===== src/rtl/fsa_redundancy_pe_param_pkg.sv =====
// Shared types and arithmetic for the fault-tolerant systolic array PE.
// Supports accumulator widths up to MAX_ACC_W bits.
package fsa_pkg;

   typedef enum logic [1:0] {
      MODE_PASS   = 2'b00,
      MODE_ACCUM  = 2'b01,
      MODE_BYPASS = 2'b10,
      MODE_RSVD   = 2'b11
   } mode_t;

   typedef enum logic [1:0] {
      ST_IDLE  = 2'd0,
      ST_RUN   = 2'd1,
      ST_DRAIN = 2'd2
   } state_t;

   localparam int MAX_ACC_W = 64;

   // Operands arrive sign-extended from acc_w bits. The caller keeps the low
   // acc_w bits, so the unsaturated result wraps modulo 2^acc_w.
   function automatic logic signed [MAX_ACC_W-1:0] sat_add(
      input logic signed [MAX_ACC_W-1:0] a,
      input logic signed [MAX_ACC_W-1:0] b,
      input int                          acc_w,
      input bit                          sat
   );
      logic signed [MAX_ACC_W:0] one, sum, max_v, min_v, res;
      one   = {{MAX_ACC_W{1'b0}}, 1'b1};
      sum   = {a[MAX_ACC_W-1], a} + {b[MAX_ACC_W-1], b};
      max_v = (one << (acc_w - 1)) - one;
      min_v = ~max_v;
      res   = sum;
      if (sat && (sum > max_v)) res = max_v;
      if (sat && (sum < min_v)) res = min_v;
      return res[MAX_ACC_W-1:0];
   endfunction

endpackage


===== src/rtl/fsa_redundancy_pe_param_if.sv =====
// Dataflow bundle between the array fabric and one PE.
// act_valid_in qualifies act_in for one cycle; psum_valid_out qualifies psum_out
// for one cycle. There is no backpressure: the PE accepts every valid beat.
interface fsa_redundancy_pe_param_if #(
   parameter int DATA_W = 16,
   parameter int ACC_W  = 32
);
   logic [1:0]               mode;
   logic                     begin_repair;
   logic                     weight_en;
   logic signed [DATA_W-1:0] weight_in;
   logic signed [DATA_W-1:0] act_in;
   logic                     act_valid_in;
   logic signed [ACC_W-1:0]  psum_in;
   logic signed [DATA_W-1:0] act_out;
   logic                     act_valid_out;
   logic signed [ACC_W-1:0]  psum_out;
   logic                     psum_valid_out;
   logic                     busy;
   logic                     repaired;

   modport master (
      output mode, begin_repair, weight_en, weight_in, act_in, act_valid_in, psum_in,
      input  act_out, act_valid_out, psum_out, psum_valid_out, busy, repaired
   );

   modport slave (
      input  mode, begin_repair, weight_en, weight_in, act_in, act_valid_in, psum_in,
      output act_out, act_valid_out, psum_out, psum_valid_out, busy, repaired
   );
endinterface


===== src/rtl/fsa_redundancy_pe_param_mac_sat.sv =====
// Combinational signed multiply, sign-extend to ACC_W, then saturating or wrapping add.
module fsa_mac_sat
   import fsa_pkg::*;
#(
   parameter int DATA_W = 16,
   parameter int ACC_W  = 32,
   parameter int SAT    = 1
) (
   input  logic signed [DATA_W-1:0] act,
   input  logic signed [DATA_W-1:0] weight,
   input  logic signed [ACC_W-1:0]  addend,
   output logic signed [ACC_W-1:0]  sum
);
   logic signed [2*DATA_W-1:0] product;

   assign product = act * weight;
   assign sum     = ACC_W'(sat_add(MAX_ACC_W'(addend), MAX_ACC_W'(product), ACC_W, SAT != 0));
endmodule


===== src/rtl/fsa_redundancy_pe_param.sv =====
// Systolic-array PE: PASS / ACCUM / BYPASS dataflows with a sticky repair latch
// that forces bypass once the PE has been flagged faulty.
module fsa_redundancy_pe_param
   import fsa_pkg::*;
#(
   parameter int DATA_W  = 16,
   parameter int ACC_W   = 32,
   parameter int ACC_LEN = 8,
   parameter int SAT     = 1
) (
   input  logic                          clk,
   input  logic                          rst,
   fsa_redundancy_pe_param_if.slave      bus,
   output state_t                        dbg_state
);
   localparam int CNT_W = $clog2(ACC_LEN + 1);
   localparam logic [CNT_W-1:0] LAST_CNT = CNT_W'(ACC_LEN - 1);

   state_t                   state, state_nxt;
   logic signed [DATA_W-1:0] weight;
   logic signed [ACC_W-1:0]  acc, acc_nxt, addend, mac_sum;
   logic [CNT_W-1:0]         cnt, cnt_nxt;
   logic signed [ACC_W-1:0]  psum_q, psum_nxt;
   logic                     pv_q, pv_nxt, repaired_q, beat_last;
   mode_t                    eff_mode;

   assign eff_mode  = repaired_q ? MODE_BYPASS : mode_t'(bus.mode);
   // Only a run already in RUN adds onto acc; a fresh beat starts from zero.
   assign addend    = (eff_mode != MODE_ACCUM) ? bus.psum_in : ((state == ST_RUN) ? acc : '0);
   assign beat_last = (((state == ST_RUN) ? cnt : '0) == LAST_CNT);

   fsa_mac_sat #(.DATA_W(DATA_W), .ACC_W(ACC_W), .SAT(SAT)) u_mac (
      .act    (bus.act_in),
      .weight (weight),
      .addend (addend),
      .sum    (mac_sum)
   );

   always_comb begin
      state_nxt = state;
      acc_nxt   = acc;
      cnt_nxt   = cnt;
      psum_nxt  = psum_q;
      pv_nxt    = 1'b0;
      case (eff_mode)
         MODE_PASS: begin
            state_nxt = ST_IDLE;
            acc_nxt   = '0;
            cnt_nxt   = '0;
            if (bus.act_valid_in) begin
               psum_nxt = mac_sum;
               pv_nxt   = 1'b1;
            end
         end
         MODE_BYPASS: begin
            state_nxt = ST_IDLE;
            acc_nxt   = '0;
            cnt_nxt   = '0;
            psum_nxt  = bus.psum_in;
            pv_nxt    = bus.act_valid_in;
         end
         MODE_ACCUM: begin
            if (bus.act_valid_in) begin
               acc_nxt = mac_sum;
               cnt_nxt = (state == ST_RUN) ? cnt + CNT_W'(1) : CNT_W'(1);
               if (beat_last) begin
                  state_nxt = ST_DRAIN;
                  psum_nxt  = mac_sum;
                  pv_nxt    = 1'b1;
               end else begin
                  state_nxt = ST_RUN;
               end
            end else if (state != ST_RUN) begin
               // DRAIN with no new beat retires the run; RUN holds on gaps.
               state_nxt = ST_IDLE;
               acc_nxt   = '0;
               cnt_nxt   = '0;
            end
         end
         default: begin
            state_nxt = ST_IDLE;
            acc_nxt   = '0;
            cnt_nxt   = '0;
            psum_nxt  = '0;
         end
      endcase
   end

   always_ff @(posedge clk) begin
      if (!rst) begin
         state             <= ST_IDLE;
         weight            <= '0;
         acc               <= '0;
         cnt               <= '0;
         psum_q            <= '0;
         pv_q              <= 1'b0;
         repaired_q        <= 1'b0;
         bus.act_out       <= '0;
         bus.act_valid_out <= 1'b0;
      end else begin
         state             <= state_nxt;
         acc               <= acc_nxt;
         cnt               <= cnt_nxt;
         psum_q            <= psum_nxt;
         pv_q              <= pv_nxt;
         bus.act_out       <= bus.act_in;
         bus.act_valid_out <= bus.act_valid_in;
         if (bus.weight_en)    weight     <= bus.weight_in;
         if (bus.begin_repair) repaired_q <= 1'b1;
      end
   end

   assign bus.psum_out       = psum_q;
   assign bus.psum_valid_out = pv_q;
   assign bus.busy           = (state != ST_IDLE);
   assign bus.repaired       = repaired_q;
   assign dbg_state          = state;
endmodule


===== src/flat_wrapper.sv =====
// flat-port wrapper written by rule: the top's interface ports become plain ports
module fsa_redundancy_pe_param_flat import fsa_pkg::*;
#(
   parameter int DATA_W  = 16,
   parameter int ACC_W   = 32,
   parameter int ACC_LEN = 8,
   parameter int SAT     = 1
)
  (clk, rst, dbg_state, bus_mode, bus_begin_repair, bus_weight_en, bus_weight_in, bus_act_in, bus_act_valid_in, bus_psum_in, bus_act_out, bus_act_valid_out, bus_psum_out, bus_psum_valid_out, bus_busy, bus_repaired);
  fsa_redundancy_pe_param_if #(.DATA_W(DATA_W), .ACC_W(ACC_W)) bus_i ();
  input  logic clk;
  input  logic rst;
  output state_t dbg_state;
  input wire logic [$bits(bus_i.mode)-1:0] bus_mode;
  input wire logic [$bits(bus_i.begin_repair)-1:0] bus_begin_repair;
  input wire logic [$bits(bus_i.weight_en)-1:0] bus_weight_en;
  input wire logic [$bits(bus_i.weight_in)-1:0] bus_weight_in;
  input wire logic [$bits(bus_i.act_in)-1:0] bus_act_in;
  input wire logic [$bits(bus_i.act_valid_in)-1:0] bus_act_valid_in;
  input wire logic [$bits(bus_i.psum_in)-1:0] bus_psum_in;
  output wire logic [$bits(bus_i.act_out)-1:0] bus_act_out;
  output wire logic [$bits(bus_i.act_valid_out)-1:0] bus_act_valid_out;
  output wire logic [$bits(bus_i.psum_out)-1:0] bus_psum_out;
  output wire logic [$bits(bus_i.psum_valid_out)-1:0] bus_psum_valid_out;
  output wire logic [$bits(bus_i.busy)-1:0] bus_busy;
  output wire logic [$bits(bus_i.repaired)-1:0] bus_repaired;
  assign bus_i.mode = bus_mode;
  assign bus_i.begin_repair = bus_begin_repair;
  assign bus_i.weight_en = bus_weight_en;
  assign bus_i.weight_in = bus_weight_in;
  assign bus_i.act_in = bus_act_in;
  assign bus_i.act_valid_in = bus_act_valid_in;
  assign bus_i.psum_in = bus_psum_in;
  assign bus_act_out = bus_i.act_out;
  assign bus_act_valid_out = bus_i.act_valid_out;
  assign bus_psum_out = bus_i.psum_out;
  assign bus_psum_valid_out = bus_i.psum_valid_out;
  assign bus_busy = bus_i.busy;
  assign bus_repaired = bus_i.repaired;
  fsa_redundancy_pe_param #(.DATA_W(DATA_W), .ACC_W(ACC_W), .ACC_LEN(ACC_LEN), .SAT(SAT)) u_core (.clk(clk), .rst(rst), .bus(bus_i), .dbg_state(dbg_state));
endmodule

===== config.mk =====
export PLATFORM = sky130hd
export DESIGN_NAME = fsa_redundancy_pe_param_flat
export DESIGN_NICKNAME = d
export VERILOG_FILES = /design/src/rtl/fsa_redundancy_pe_param_pkg.sv /design/src/rtl/fsa_redundancy_pe_param_if.sv /design/src/rtl/fsa_redundancy_pe_param_mac_sat.sv /design/src/rtl/fsa_redundancy_pe_param.sv /design/src/flat_wrapper.sv
export SDC_FILE = /design/constraint.sdc
export NUM_CORES = 1
export LEC_CHECK = 0
export ABC_AREA = 1
export BUFFER_PORTS_ARGS = -buffer_cell sky130_fd_sc_hd__buf_4
export CORE_MARGIN = 1
export CORE_UTILIZATION = 25
export DETAILED_ROUTE_END_ITERATION = 7
export PLACE_DENSITY = 0.49
export RECOVER_POWER = 100
export SLEW_MARGIN = 20
export SYNTH_ARGS = -nofsm -noshare
export SYNTH_HDL_FRONTEND = slang
export SYNTH_HIERARCHICAL = 1
export SYNTH_SLANG_ARGS = --single-unit
export TNS_END_PERCENT = 30

===== constraint.sdc =====
create_clock -name clk -period 9.4 [get_ports clk]
set_input_delay 1.41 -clock clk [delete_from_list [all_inputs] [get_ports clk]]
set_output_delay 1.41 -clock clk [all_outputs]
set_load 0.05 [all_outputs]

==> flow_metrics.tcl, run 1 <==
set metrics [dict create \
    port-buffer-count 124 \
    use_met2_pct 25.6 \
    antenna_cells 0 \
    violations "max-capacitance violations, max-slew violations" \
    die_h_um 263 \
    rsz0062_at_grt "false" \
    die_x_um 263 \
    yosysSeqAreaShare_pct 12.3 \
    start_kind "input port" \
    cp_max_fo 25 \
    status "finished, violations left" \
    worstSetupPathType "in -> reg" \
    period_needed_ns 8.06 \
    drt.antenna.violating_nets 0 \
    synth_edf_count 0 \
    drcViolationCount 0 \
    layout-drive-gt1-share_pct 5.63 \
    synthFlopType "dfxtp_1" \
    endpoint_kind "flip-flop" \
    cts.htree.levels 3 \
    first_global_vias 14400 \
    first_pass_iters 5 \
    yosys.area.top_type "fa_1" \
    start_util_pct 25.3 \
    hold_path.class "reg -> reg" \
    area_growth_pct 9.60 \
    grt.total_usage_pct 14.4 \
    finalWorstSetupSlack_ns 1.34 \
    path_common_cell "nand2_1" \
    clock_skew_ns 0.0357 \
    cpPeakStageDelay_ns 0.58 \
    synthCells 2326 \
    fp-row-count 95 \
    dp.cells 3220 \
    drt-initial-drc-count 730 \
    ctsRootBufferMaster "clkbuf_16" \
    fin_util_pct 27.7 \
    avgSynthCellArea_sq_um 7.32 \
    num_vias 13700 \
    critical_path_arrival_ns 8.34 \
    clock_path_buffers 2 \
    max_freq_mhz 124 \
    syn-num-nets 2798 \
    synth_cell_type_count 38 \
    timing_hold_violations_final 0 \
    post_cts_resized 0 \
    synth-async-reset-ratio_pct 0 \
    wl_per_cell_um 14.7 \
    grt_max_degree 68 \
    io_pins 125 \
    numClockSinks 105 \
    path_clk_slew_ns 0.08 \
    clock_latency_ns 0.42 \
    grt_pass1_wl_um 78900 \
    synthesis.area_sq_um 17000 \
    overflow 0 \
    met3_usage_pct 1.28 \
    post_cts_buffers 0 \
    relSlewSlack_pct -154 \
    setup_viol 0 \
    synth_area_leaders "fa_1 35%, nand2_1 13%, inv_1 13%" \
    ys_warn_count 6 \
    dp_worst_setup_slack_ns 1.20 \
    cts_hold_buf 0 \
    cts_tree "yes" \
    place_hpwl_um 37900 \
    cts_buffers 9 \
    tightest_slew_ns 3.82 \
    grt_busiest_layer "met2" \
    yosysMostFrequentCell "nand2_1" \
    ys_top_cells_by_count "611 x nand2_1, 586 x inv_1, 299 x fa_1" \
    use_met1_pct 19.1 \
    synth_top_area_share_pct 35.1 \
    antenna_found_initial 0 \
    die-area_sq_um 69200 \
    final_nets 2830 \
    gp_congestion 0.881 \
    maxCapViolations 2 \
    period_share_pct 85.7 \
    required_ns 9.67 \
    drv_slew 104 \
    wirelength_um 47600 \
    layoutNonFillerInstCount 3236 \
    routed_via_density 4.23 \
    crit_path_top_delay_cell "clkbuf_1" \
    ys_seq_elements 105 \
    finalSetupTns_ns 0 \
    core_sq_um 67300 \
]
==> worst paths after layout <==
| kind | slack [ns] | from | depth (start not counted) | to |
|---|---|---|---|---|
| worst max-delay path | 1.34 | bus_act_in[15] | 30 | u_core/bus.psum_out[12]$_SDFFE_PN0P_ |
| worst min-delay path | 0.47 | u_core/acc[3]$_SDFFE_PN0P_ | 2 | u_core/acc[3]$_SDFFE_PN0P_ |
| worst max register to register | 2.19 | u_core/weight[7]$_SDFFE_PN0P_ | 27 | u_core/bus.psum_out[12]$_SDFFE_PN0P_ |
| worst min register to register | 0.47 | u_core/acc[3]$_SDFFE_PN0P_ | 2 | u_core/acc[3]$_SDFFE_PN0P_ |
==> sequential cells by signal, summed over array words and instances, names as in the netlist <==
name and count:
u_core/bus.repaired 1, u_core/bus.act_out 16, u_core/dbg_state 2, u_core/bus.psum_out 32, u_core/weight 16, u_core/bus.act_valid_out 1, u_core/bus.psum_valid_out 1, u_core/acc 32
u_core/cnt 4
==> worst max-delay path: cells and delay by family <==
family	cells	cell delay (ns)
fa+ha+maj	7	3.30
compound gates	3	0.47
buf+inv	8	1.37
simple gates	12	1.76
==> kinds of logic (layout without fill, tap and decap cells) <==
family | after synthesis | after routing | synth area share [%]
and+or+nand+nor | 883 | 883 | 21.3
buffers and inverters | 705 | 742 | 16.2
adders and majority gates | 401 | 401 | 42.6
AOI/OAI and AO/OA | 212 | 212 | 6.55
DFF | 105 | 105 | 12.3
xor gates and xnor gates | 20 | 20 | 1.03
==> cell usage in the layout (no fill, tap or decap), drive strengths merged <==
master    n
xnor2    15
fa      299
a21oi   117
nor4      2
o21ai    87
o21a      1
nand4    10
nor2    143
o211ai    1
ha      102
nand2   621
nand3b    2
nand3    92
or2       5
nor3      4
dfxtp   105
o21bai    6
inv     593
buf      81
xor2      5
and2      3
clkinv    3
clkbuf   65
nor3b     1
==> routing by layer <==
metal | routed length [um] | part of all wire, % | vias to the layer above
met2 | 23900 | 50 | 197
met5 | 0 | 0 | -
met4 | 561 | 1.2 | 0
li1 | - | - | 6799
met3 | 1280 | 2.7 | 26
met1 | 21900 | 46 | 6658
==> stage by stage <==
| step | hold slack (ns) | cell area (sq um) |
|---|---|---|
| after floorplan | 0.443 | 17000 |
| after global placement | 0.455 | 18600 |
| after detailed placement | 0.460 | 18600 |
| after CTS | 0.472 | 18900 |
| after global routing | 0.486 | 18700 |
| final | 0.470 | 18700 |
==> area by class of cell <==
type | instances | area [sq um]
Clock buffer | 9 | 225
Timing Repair Buffer | 137 | 818
Tap cell | 873 | 1090
Clock inverter | 7 | 68.8
Inverter | 589 | 2210
Sequential cell | 105 | 2100
Fill cell | 7502 | 48600
Multi-Input combinational cell | 1516 | 12100
Power of run 1 is left out: the tool's default activity adds up to more than one toggle a clock period on the data nets, which glitch-free logic cannot reach.
==> run 2, diff against run 1 <==
MAX_ROUTING_LAYER = met4   (was not set)
PLACE_DENSITY = not set   (was 0.49)
PLACE_DENSITY_LB_ADDON = 0.08   (was not set)
==> run 2 against run 1 <==
Against the previous run:
- count of clock-buffer cells in the layout unchanged
- the run still ends with max-capacitance violations, max-slew violations left
- non-clock buffer count increased by 3
- critical path type unchanged
- design area grew 0.19%
- wire length rose by 14%
- critical path depth fell by 5
- hold slack hardly changed
- setup slack lost 0.27 ns
- global-route usage rose by 2.5 points
- maximum frequency down 3.3%
- sequential cell count is the same
==> flow_metrics.tcl, run 2 (synthesis gave the netlist of run 1 again) <==
set metrics [dict create \
    status "finished, violations left" \
    critPathLaunch "bus_act_in[15]" \
    drt.antenna.violating_nets 0 \
    nFillCells 7526 \
    layout_common_cells "612 x nand2_1, 585 x inv_1, 299 x fa_1" \
    fin_area_sq_um 18700 \
    clock_path_buffers 2 \
    place_hpwl_um 43600 \
    cts_buffers 9 \
    crit_path_top_delay_cell "fa_1" \
    drv_slew 104 \
    wirelength_um 54000 \
    setup_viol 0 \
    start_kind "input port" \
    whs_ns 0.470 \
    layout-drive-gt1-share_pct 5.75 \
    path_delay_family "adder cells" \
    antenna_cells 0 \
    first_global_vias 15100 \
    clock_skew_ns 0.0286 \
    period_needed_ns 8.33 \
    core_sq_um 67300 \
    die_h_um 263 \
    grt_max_degree 68 \
    cts_hold_buf 0 \
    hold_path.class "reg -> reg" \
    path_common_cell "fa_1" \
    io_pins 125 \
    overflow 0 \
    hp-start "u_core/acc[10]$_SDFFE_PN0P_" \
    violations "max-capacitance violations, max-slew violations" \
    die-area_sq_um 69200 \
    area_growth_pct 9.81 \
    placed_area_sq_um 18600 \
    wl_per_cell_um 16.7 \
    path_buf_inv 6 \
    numClockSinks 105 \
    clock_latency_ns 0.40 \
    period_share_pct 88.6 \
    grt.total_usage_pct 17.0 \
    grt_pass1_wl_um 88400 \
    ctsRootBufferMaster "clkbuf_16" \
    gp_congestion 0.808 \
    post_cts_resized 0 \
    drcViolationCount 0 \
    post_cts_buffers 0 \
    drt-initial-drc-count 493 \
    use_met1_pct 21.0 \
    timing_hold_violations_final 0 \
    endpoint_kind "flip-flop" \
    port-buffer-count 124 \
    antenna_found_initial 0 \
    max_freq_mhz 120 \
    fp-row-count 95 \
    final_nets 2833 \
    cts.htree.levels 3 \
    maxCapViolations 2 \
    rsz0062_at_grt "false" \
    relSlewSlack_pct -142 \
    path_clk_slew_ns 0.09 \
    cpPeakStageDelay_ns 0.73 \
    start_util_pct 25.3 \
    r2r-start "u_core/weight[2]$_SDFFE_PN0P_" \
    cp_max_fo 31 \
    grt_busiest_layer "met2" \
    met3_usage_pct 1.30 \
    num_vias 13900 \
    finalSetupTns_ns 0 \
    use_met2_pct 30.2 \
    tightest_slew_ns 3.62 \
    worstSetupPathType "in -> reg" \
    required_ns 9.71 \
    first_pass_iters 5 \
    cts_tree "yes" \
    die_x_um 263 \
    final_common_cell "nand2_1" \
    routed_via_density 4.28 \
    critical_path_arrival_ns 8.64 \
]
## run 2: cell count changes in the layout (fill, tap and decap cells not counted), sizes merged
cell / before / now
buf: 81 / 85
clkinv: 3 / 5
inv: 593 / 591
clkbuf: 65 / 64
## run 2: worst min-delay path: cells and delay by family (launching register included)
kind             cells  cell delay [ns]
AO/OA/AOI/OAI        1             0.06
AND/OR/NAND/NOR      1             0.07
flip-flops           1             0.30
## run 2: worst paths after layout
| path | slack, ns | end | cells after the start |
|---|---|---|---|
| worst min register to register | 0.47 | u_core/acc[10]$_SDFFE_PN0P_ | 2 |
| worst min-delay path | 0.47 | u_core/acc[10]$_SDFFE_PN0P_ | 2 |
| worst max register to register | 1.55 | u_core/acc[12]$_SDFFE_PN0P_ | 24 |
| worst max-delay path | 1.07 | u_core/acc[12]$_SDFFE_PN0P_ | 25 |
## run 2: through the flow
| step | utilization (%) | setup WS, ns | instances |
|---|---|---|---|
| 5_1_grt | 27.8 | 0.446 | 3239 |
| 3_5_place_dp | 27.7 | 1.03 | 3223 |
| 3_3_place_gp | 27.7 | 1.01 | 3223 |
| 4_1_cts | 28.2 | 1.44 | 3239 |
| 6_report | 27.8 | 1.07 | 3239 |
| 2_1_floorplan | - | 2.19 | 2326 |
## run 2: cell type report
class | instances | area, sq um | share of cell area (%)
clock buffer | 9 | 225 | 1.20
clock inverter | 7 | 91.3 | 0.488
sequential | 105 | 2100 | 11.2
multi-input combinational | 1516 | 12100 | 64.9
timing repair buffer | 140 | 845 | 4.52
inverter | 589 | 2210 | 11.8
tap | 873 | 1090 | 5.84
## run 2: routing by layer
layer  wire, um  part of all wire [%]
met3        773                   1.4
met4        746                   1.4
met2      28100                    52
met5          0                     0
met1      24400                    45
Power of run 2 is left out for the same reason.
==> run 3, diff against run 2 <==
CELL_PAD_IN_SITES_DETAIL_PLACEMENT = 1   (was not set)
CELL_PAD_IN_SITES_GLOBAL_PLACEMENT = 1   (was not set)
CTS_BUF_LIST = sky130_fd_sc_hd__clkbuf_16   (was not set)
==> run 3 against run 2 <==
Against the previous run:
- the flow still finishes with violations (max-capacitance violations, max-slew violations)
- global-route usage rose by 0.77 points
- via count rose by 2.1%
- clock skew fell by 0.0013 ns
- design area barely moved
- largest cell class unchanged
==> flow_metrics.tcl, run 3 (synthesis gave the netlist of run 1 again) <==
set metrics [dict create \
    status "finished, violations left" \
    violations "max-capacitance violations, max-slew violations" \
    die-area_sq_um 69200 \
    wirelength_um 56000 \
    nFillCells 8294 \
    cp_max_fo 25 \
    endpoint_kind "flip-flop" \
    r2r-start "u_core/weight[2]$_SDFFE_PN0P_" \
    required_ns 9.65 \
    start_kind "input port" \
    crit_path_top_delay_cell "fa_1" \
    antenna_found_initial 0 \
    timing.rr.end "u_core/acc[13]$_SDFFE_PN0P_" \
    reg2reg_depth 24 \
    post_cts_resized 0 \
    relSlewSlack_pct -78.6 \
    num_vias 14100 \
    grt_pass1_wl_um 92500 \
    area_growth_pct 9.84 \
    grt.total_usage_pct 17.7 \
    drcViolationCount 0 \
    die_h_um 263 \
    cts_buffers 9 \
    hold_path.class "reg -> reg" \
    setup_viol 0 \
    place_hpwl_um 46000 \
    io_pins 125 \
    gp_congestion 0.796 \
    maxCapViolations 3 \
    port-buffer-count 124 \
    final_nets 2834 \
    drv_slew 106 \
    clock_latency_ns 0.40 \
    final_common_cell "nand2_1" \
    layout-drive-gt1-share_pct 5.70 \
    clock_path_buffers 2 \
    core_sq_um 67300 \
    clock_skew_ns 0.0273 \
    critical_path_arrival_ns 8.58 \
    layout_common_cells "613 x nand2_1, 585 x inv_1, 299 x fa_1" \
    layoutNonFillerInstCount 3241 \
    worstSetupPathType "in -> reg" \
    timing_hold_violations_final 0 \
    cts_hold_buf 0 \
    grt_max_degree 67 \
    finalSetupTns_ns 0 \
    max_freq_mhz 120 \
    rsz0062_at_grt "false" \
    cpPeakStageDelay_ns 0.68 \
    first_pass_iters 4 \
    start_util_pct 25.3 \
    period_needed_ns 8.34 \
    cts.htree.levels 3 \
    dp.cells 3224 \
    period_share_pct 88.7 \
    cts_tree "yes" \
    first_global_vias 16400 \
    r2r_slack_ns 1.98 \
    die_x_um 263 \
    crit_end "u_core/acc[13]$_SDFFE_PN0P_" \
    post_cts_buffers 0 \
    drt.antenna.violating_nets 0 \
    drt-initial-drc-count 484 \
    min_path_cells 2 \
    fp-row-count 95 \
    tightest_slew_ns 2.67 \
    numClockSinks 105 \
    wl_per_cell_um 17.3 \
    overflow 0 \
    ctsRootBufferMaster "clkbuf_16" \
    routed_via_density 4.36 \
    path_clk_slew_ns 0.09 \
    critPathLaunch "bus_act_in[15]" \
]
## run 3: cell types whose count changed in the layout (fill, tap and decap cells not counted), sizes merged
cell	change
clkbuf	+2
clkinvlp	+2
buf	-1
clkinv	-1
diode	+1
inv	-1
## run 3: worst min path at each step
stage	start	endpoint
after global routing	u_core/acc[11]$_SDFFE_PN0P_	u_core/acc[11]$_SDFFE_PN0P_
final	u_core/acc[11]$_SDFFE_PN0P_	u_core/acc[11]$_SDFFE_PN0P_
after detailed placement	u_core/acc[11]$_SDFFE_PN0P_	u_core/acc[11]$_SDFFE_PN0P_
after global placement	u_core/acc[0]$_SDFFE_PN0P_	u_core/acc[0]$_SDFFE_PN0P_
after CTS	u_core/acc[11]$_SDFFE_PN0P_	u_core/acc[11]$_SDFFE_PN0P_
after floorplan	u_core/acc[23]$_SDFFE_PN0P_	u_core/acc[23]$_SDFFE_PN0P_
## run 3: cell type report
type	instances	area (sq um)	area share, %
Antenna cell	1	2.50	0.0134
Clock buffer	9	225	1.20
Clock inverter	7	83.8	0.448
Inverter	589	2210	11.8
Multi-Input combinational cell	1516	12100	64.9
Sequential cell	105	2100	11.2
Tap cell	873	1090	5.84
Timing Repair Buffer	141	845	4.51
## run 3: layer usage
layer | share of wire (%) | GRT usage [%] | up-vias
met5 | 0 | - | -
met3 | 1.2 | 1.41 | 29
met2 | 52 | 31.9 | 86
met4 | 1.5 | 3.51 | 0
li1 | - | - | 6827
met1 | 45 | 21.6 | 7194
## run 3: worst max-delay path: cells and delay by family
kind / cells / cell delay, ns
adders and majority gates: 7 / 3.72
and+or+nand+nor: 7 / 1.33
buffers and inverters: 7 / 1.13
AOI/OAI and AO/OA: 5 / 0.96
## run 3: through the flow
stage | instance area [sq um] | hold WS (ns) | util, % | worst slack, ns
floorplan | 17000 | 0.443 | - | 2.19
global placement | 18600 | 0.455 | 27.7 | 1.10
detailed placement | 18600 | 0.463 | 27.7 | 1.01
CTS | 19000 | 0.477 | 28.2 | 1.42
global route | 18700 | 0.498 | 27.8 | 0.591
finish | 18700 | 0.474 | 27.8 | 1.06
Power of run 3 is left out for the same reason.
